===== src/rtl/ram_arbiter.sv =====
// ram_arbiter: shares one single-port synchronous RAM between two requesters.
// One access in flight at a time. Contention is resolved round-robin against
// the last granted port. All outputs come straight from registers.
module ram_arbiter #(
    parameter int g_RAM_WIDTH = 11,
    parameter int g_RAM_ADDR  = 9
) (
    input  logic                   i_clk,
    input  logic                   i_rst,
    // requester 0 (CPU load/store unit)
    input  logic                   i_m0_req,
    input  logic                   i_m0_we,
    input  logic [g_RAM_ADDR-1:0]  i_m0_addr,
    input  logic [g_RAM_WIDTH-1:0] i_m0_wdata,
    output logic                   o_m0_done,
    // requester 1 (debug / program loader)
    input  logic                   i_m1_req,
    input  logic                   i_m1_we,
    input  logic [g_RAM_ADDR-1:0]  i_m1_addr,
    input  logic [g_RAM_WIDTH-1:0] i_m1_wdata,
    output logic                   o_m1_done,
    // shared read data and status
    output logic [g_RAM_WIDTH-1:0] o_rdata,
    output logic                   o_busy,
    // RAM interface
    output logic                   o_ram_en,
    output logic                   o_ram_we,
    output logic                   o_ram_re,
    output logic [g_RAM_ADDR-1:0]  o_ram_addr,
    output logic [g_RAM_WIDTH-1:0] o_ram_data,
    input  logic [g_RAM_WIDTH-1:0] i_ram_data
);

    typedef enum logic [1:0] {
        ST_IDLE  = 2'd0,
        ST_ISSUE = 2'd1,
        ST_RDATA = 2'd2,
        ST_DONE  = 2'd3
    } state_t;

    state_t                 state_q,      state_d;
    logic                   owner_q,      owner_d;
    logic                   last_owner_q, last_owner_d;
    logic                   op_we_q,      op_we_d;
    logic                   ram_en_q,     ram_en_d;
    logic                   ram_we_q,     ram_we_d;
    logic                   ram_re_q,     ram_re_d;
    logic [g_RAM_ADDR-1:0]  ram_addr_q,   ram_addr_d;
    logic [g_RAM_WIDTH-1:0] ram_data_q,   ram_data_d;
    logic [g_RAM_WIDTH-1:0] rdata_q,      rdata_d;
    logic                   done0_q,      done0_d;
    logic                   done1_q,      done1_d;
    logic                   busy_q,       busy_d;

    // Arbitration: a sole requester wins outright; on a tie the port that
    // was not granted last time wins, so neither side can starve.
    logic                   req_any;
    logic                   grant_sel;
    logic                   sel_we;
    logic [g_RAM_ADDR-1:0]  sel_addr;
    logic [g_RAM_WIDTH-1:0] sel_wdata;

    // Pick the winning port and mux its request fields.
    always_comb begin
        req_any   = i_m0_req | i_m1_req;
        grant_sel = (i_m0_req & i_m1_req) ? ~last_owner_q : i_m1_req;
        sel_we    = grant_sel ? i_m1_we    : i_m0_we;
        sel_addr  = grant_sel ? i_m1_addr  : i_m0_addr;
        sel_wdata = grant_sel ? i_m1_wdata : i_m0_wdata;
    end

    // Next-state and next-output logic; outputs are computed one cycle
    // ahead so that every output port is a flop.
    always_comb begin
        state_d      = state_q;
        owner_d      = owner_q;
        last_owner_d = last_owner_q;
        op_we_d      = op_we_q;
        ram_en_d     = 1'b0;
        ram_we_d     = 1'b0;
        ram_re_d     = 1'b0;
        ram_addr_d   = ram_addr_q;
        ram_data_d   = ram_data_q;
        rdata_d      = rdata_q;
        done0_d      = 1'b0;
        done1_d      = 1'b0;

        case (state_q)
            ST_IDLE: begin
                if (req_any) begin
                    owner_d      = grant_sel;
                    last_owner_d = grant_sel;
                    op_we_d      = sel_we;
                    // strobes become visible during ISSUE
                    ram_en_d     = 1'b1;
                    ram_we_d     = sel_we;
                    ram_re_d     = ~sel_we;
                    ram_addr_d   = sel_addr;
                    ram_data_d   = sel_wdata;
                    state_d      = ST_ISSUE;
                end
            end
            ST_ISSUE: begin
                if (op_we_q) begin
                    // write completes as soon as the strobe has been seen
                    done0_d = ~owner_q;
                    done1_d = owner_q;
                    state_d = ST_DONE;
                end else begin
                    state_d = ST_RDATA;
                end
            end
            ST_RDATA: begin
                // RAM presents read data the cycle after en&re
                rdata_d = i_ram_data;
                done0_d = ~owner_q;
                done1_d = owner_q;
                state_d = ST_DONE;
            end
            ST_DONE: begin
                state_d = ST_IDLE;
            end
            default: begin
                state_d = ST_IDLE;
            end
        endcase

        busy_d = (state_d != ST_IDLE);
    end

    // FSM state and arbitration history.
    always_ff @(posedge i_clk) begin
        if (i_rst) begin
            state_q      <= ST_IDLE;
            owner_q      <= 1'b0;
            last_owner_q <= 1'b1;   // port 0 wins the first tie
            op_we_q      <= 1'b0;
        end else begin
            state_q      <= state_d;
            owner_q      <= owner_d;
            last_owner_q <= last_owner_d;
            op_we_q      <= op_we_d;
        end
    end

    // Registered outputs; reset aborts any access without a done pulse.
    always_ff @(posedge i_clk) begin
        if (i_rst) begin
            ram_en_q   <= 1'b0;
            ram_we_q   <= 1'b0;
            ram_re_q   <= 1'b0;
            ram_addr_q <= '0;
            ram_data_q <= '0;
            rdata_q    <= '0;
            done0_q    <= 1'b0;
            done1_q    <= 1'b0;
            busy_q     <= 1'b0;
        end else begin
            ram_en_q   <= ram_en_d;
            ram_we_q   <= ram_we_d;
            ram_re_q   <= ram_re_d;
            ram_addr_q <= ram_addr_d;
            ram_data_q <= ram_data_d;
            rdata_q    <= rdata_d;
            done0_q    <= done0_d;
            done1_q    <= done1_d;
            busy_q     <= busy_d;
        end
    end

    assign o_ram_en   = ram_en_q;
    assign o_ram_we   = ram_we_q;
    assign o_ram_re   = ram_re_q;
    assign o_ram_addr = ram_addr_q;
    assign o_ram_data = ram_data_q;
    assign o_rdata    = rdata_q;
    assign o_m0_done  = done0_q;
    assign o_m1_done  = done1_q;
    assign o_busy     = busy_q;

endmodule

===== config.mk =====
export PLATFORM = sky130hd
export DESIGN_NAME = ram_arbiter
export DESIGN_NICKNAME = d
export VERILOG_FILES = /design/src/rtl/ram_arbiter.sv
export SDC_FILE = /design/constraint.sdc
export NUM_CORES = 1
export LEC_CHECK = 0
export ABC_AREA = 1
export CORE_MARGIN = 4
export CORE_UTILIZATION = 30
export DETAILED_ROUTE_END_ITERATION = 8
export GPL_TIMING_DRIVEN = 0
export PLACE_DENSITY = 0.66
export SLEW_MARGIN = 10
export SYNTH_ARGS = -nofsm -noshare
export SYNTH_HDL_FRONTEND = slang
export SYNTH_SLANG_ARGS = --single-unit

===== constraint.sdc =====
create_clock -name i_clk -period 2.2 [get_ports i_clk]
set_input_delay 0.66 -clock i_clk [delete_from_list [all_inputs] [get_ports i_clk]]
set_output_delay 0.66 -clock i_clk [all_outputs]
set_load 0.05 [all_outputs]

==> results.py <==
metrics = {
    "worst_setup_path": {
        "crit_required_ns": 1.54,
        "cpMaxStageDelayCell": "clkdlybuf4s50_1",
        "cp_max_fo": 2,
        "endpoint_kind": "output port",
        "reg2reg_from": "state_q[0]",
        "arrival_ns": 1.47,
        "reg2regPathDepth": 8,
        "worstSetupEndpoint": "o_ram_data[0]",
        "ff2ff_setup_slack_ns": 0.71,
        "crit_chain": "clkdlybuf4s50_1",
        "max_stage_delay_ns": 0.84,
        "cp_top_family": "buffers and inverters",
        "startpoint": "o_ram_data[0]",
        "path_depth": 1,
        "reg2reg_to": "o_ram_data[1]",
        "critPathLaunchType": "flop",
        "crit_buf_inv": 1,
        "path_class": "reg -> out",
    },
    "clocking": {
        "clock-sinks": 42,
        "cts_hold_buf": 0,
        "clockBufferDepth": 2,
        "clk_pin_slew_ns": 0.08,
        "post-cts-setup-buffer-count": 0,
        "cts_tree": "yes",
        "numCtsBuffers": 5,
        "htree_levels": 2,
        "clkLatencyLatePin_ns": 0.29,
        "cts_resized": 0,
        "clockRootBuffer": "clkbuf_8",
    },
    "global_routing": {
        "grt_pass1_vias": 2016,
        "grt_use_total_pct": 13.9,
        "grt_max_degree": 12,
        "antenna_found_initial": 0,
        "grt_pass1_wl_mm": 9.40,
        "grt.overflow.total": 0,
    },
    "yosys": {
        "ys_seq_area_share_pct": 39.8,
        "postSynthCellCount": 297,
        "synth.top_cells.by_area": "dfxtp_1 40%, nand2_1 13%, nor2_1 12%, nand3_1 6.2%, inv_1 5.0%",
        "synth-seq-cells": 42,
        "yosys.area_share.simple_pct": 32.2,
        "netlist_area_um2": 2110,
        "synth_xor_xnor_area_share_pct": 0,
        "synth-compound-area-share_pct": 13.3,
        "syn_nets": 360,
        "synth_top_family_by_area": "simple AND/OR/NAND/NOR gates",
        "synth_area_leader_cell": "dfxtp_1",
        "synthMuxAreaShare_pct": 0,
        "postSynthAreaPerCell_um2": 7.11,
        "synth_cell_types": 22,
        "yosys.area_share.adder_pct": 3.56,
        "yosys_warnings": 0,
        "synth_top_area_share_pct": 39.8,
    },
    "worst_hold_path": {
        "min_path_type": "reg -> reg",
        "hp-start": "owner_q",
    },
    "sta": {
        "finalClockSkew_ns": 0.00286,
        "relSlewSlack_pct": 63.4,
        "hold_viol": 0,
        "timing.fmax_mhz": 469,
        "tns_ns": 0,
        "rsz0062_at_grt": "no",
        "finalSetupViolCount": 0,
        "min_period_over_period_pct": 97.0,
        "timing.final.crit_period_ns": 2.13,
        "worstMarginPinSlew_ns": 0.547,
        "finalMaxSlewViolations": 0,
    },
    "detailed_routing": {
        "drt_iter0_drc": 45,
        "route.detailed.drc": 0,
        "wl_per_cell_um": 11.7,
        "first_pass_iters": 4,
        "routed_wl_mm": 5.76,
        "vias_per_cell": 4.23,
        "drtAntennaViolNets": 0,
        "via_count": 2080,
    },
    "floorplan": {
        "chipWidth_um": 91.9,
        "start_util_pct": 30.9,
        "core_um2": 6830,
        "dieHeight_um": 91.9,
        "ios": 94,
        "die_area_um2": 8440,
        "row_count": 30,
    },
    "placed_design": {
        "dpl.hpwl_mm": 4.37,
        "portBuffers": 92,
        "dp_cells": 485,
        "gp_congestion": 0.734,
    },
    "final_layout": {
        "mostFrequentLayoutCells": "92 x clkdlybuf4s50_1, 71 x nand2_1, 65 x nor2_1",
        "fin_nets": 459,
        "final_layout_size_suffix_gt1_share_pct": 8.08,
        "final_util_pct": 47.3,
        "antennaDiodeCount": 0,
        "layout_commonest_cell": "clkdlybuf4s50_1",
        "finalNonFillerCells": 492,
        "fill_cells": 706,
        "syn_to_final_growth_pct": 52.9,
    },
    "power": {
        "leakagePower_uw": 0.00143,
        "ir_worst_vdd_mv": 0.630,
        "powerDensity_nw_per_um2": 1360,
    },
    "job": {
        "cap_violations": 0,
    },
    "outcome": {
        "status": "completed",
    },
}
## synth_stat cells, drive strengths merged
cell,instances
nor2,67
inv,28
nand3,26
clkbuf,5
a21boi,21
dfxtp,42
o21ai,12
clkinv,1
a211oi,1
ha,6
nand3b,1
a21oi,2
buf,13
nand2,72
## state kept, by name, summed over array words and instances, names as in the netlist, 2 cells and up
signal,cells
o_ram_addr,9
state_q,2
o_rdata,11
o_ram_data,11
## final cells by class
type | count | area (µm²) | area share, %
inverter | 29 | 109 | 3.37
timing repair buffer | 92 | 921 | 28.5
tap | 96 | 120 | 3.72
multi-input combinational | 208 | 1040 | 32.1
buffer | 18 | 125 | 3.88
sequential | 42 | 841 | 26.0
clock buffer | 7 | 76.3 | 2.36
## metrics by stage
| stage | power, µW | worst slack, ns | hold WS, ns | instance area (µm²) |
|---|---|---|---|---|
| after floorplan | 3100 | 0.797 | 0.422 | 2110 |
| after global placement | 3910 | 0.161 | 0.471 | 3150 |
| after detailed placement | 3940 | 0.157 | 0.481 | 3150 |
| after CTS | 4430 | 0.0567 | 0.494 | 3230 |
| after global routing | 4720 | 0.00930 | 0.503 | 3230 |
| final | 4380 | 0.0662 | 0.496 | 3230 |
## per-layer routing
layer	track usage [%]	wire length [µm]	vias up
li1	-	-	1111
met1	17.3	2620	904
met2	22.1	2590	59
met3	6.23	503	6
met4	2.97	44	0
met5	0	0	-
## worst min-delay path by stage
stage	endpoint	slack, ns	depth (start not counted)
after detailed placement	o_m1_done	0.48	2
after CTS	o_m1_done	0.49	2
final	o_m1_done	0.50	2
after floorplan	o_m0_done	0.42	1
after global placement	o_m0_done	0.47	1
after global routing	o_m0_done	0.50	1
## kinds of logic (layout without fill, tap and decap cells)
family / after synthesis / after routing
and+or+nand+nor: 166 / 166
DFF: 42 / 42
adders and majority gates: 6 / 6
AOI/OAI and AO/OA: 36 / 36
buffers and inverters: 47 / 146
## power by group
group	switching, µW	internal, µW
sequential	142	1060
combinational	1750	955
clock	255	219
total	2150	2230
Note: power is estimated with default switching activity, not from simulation.
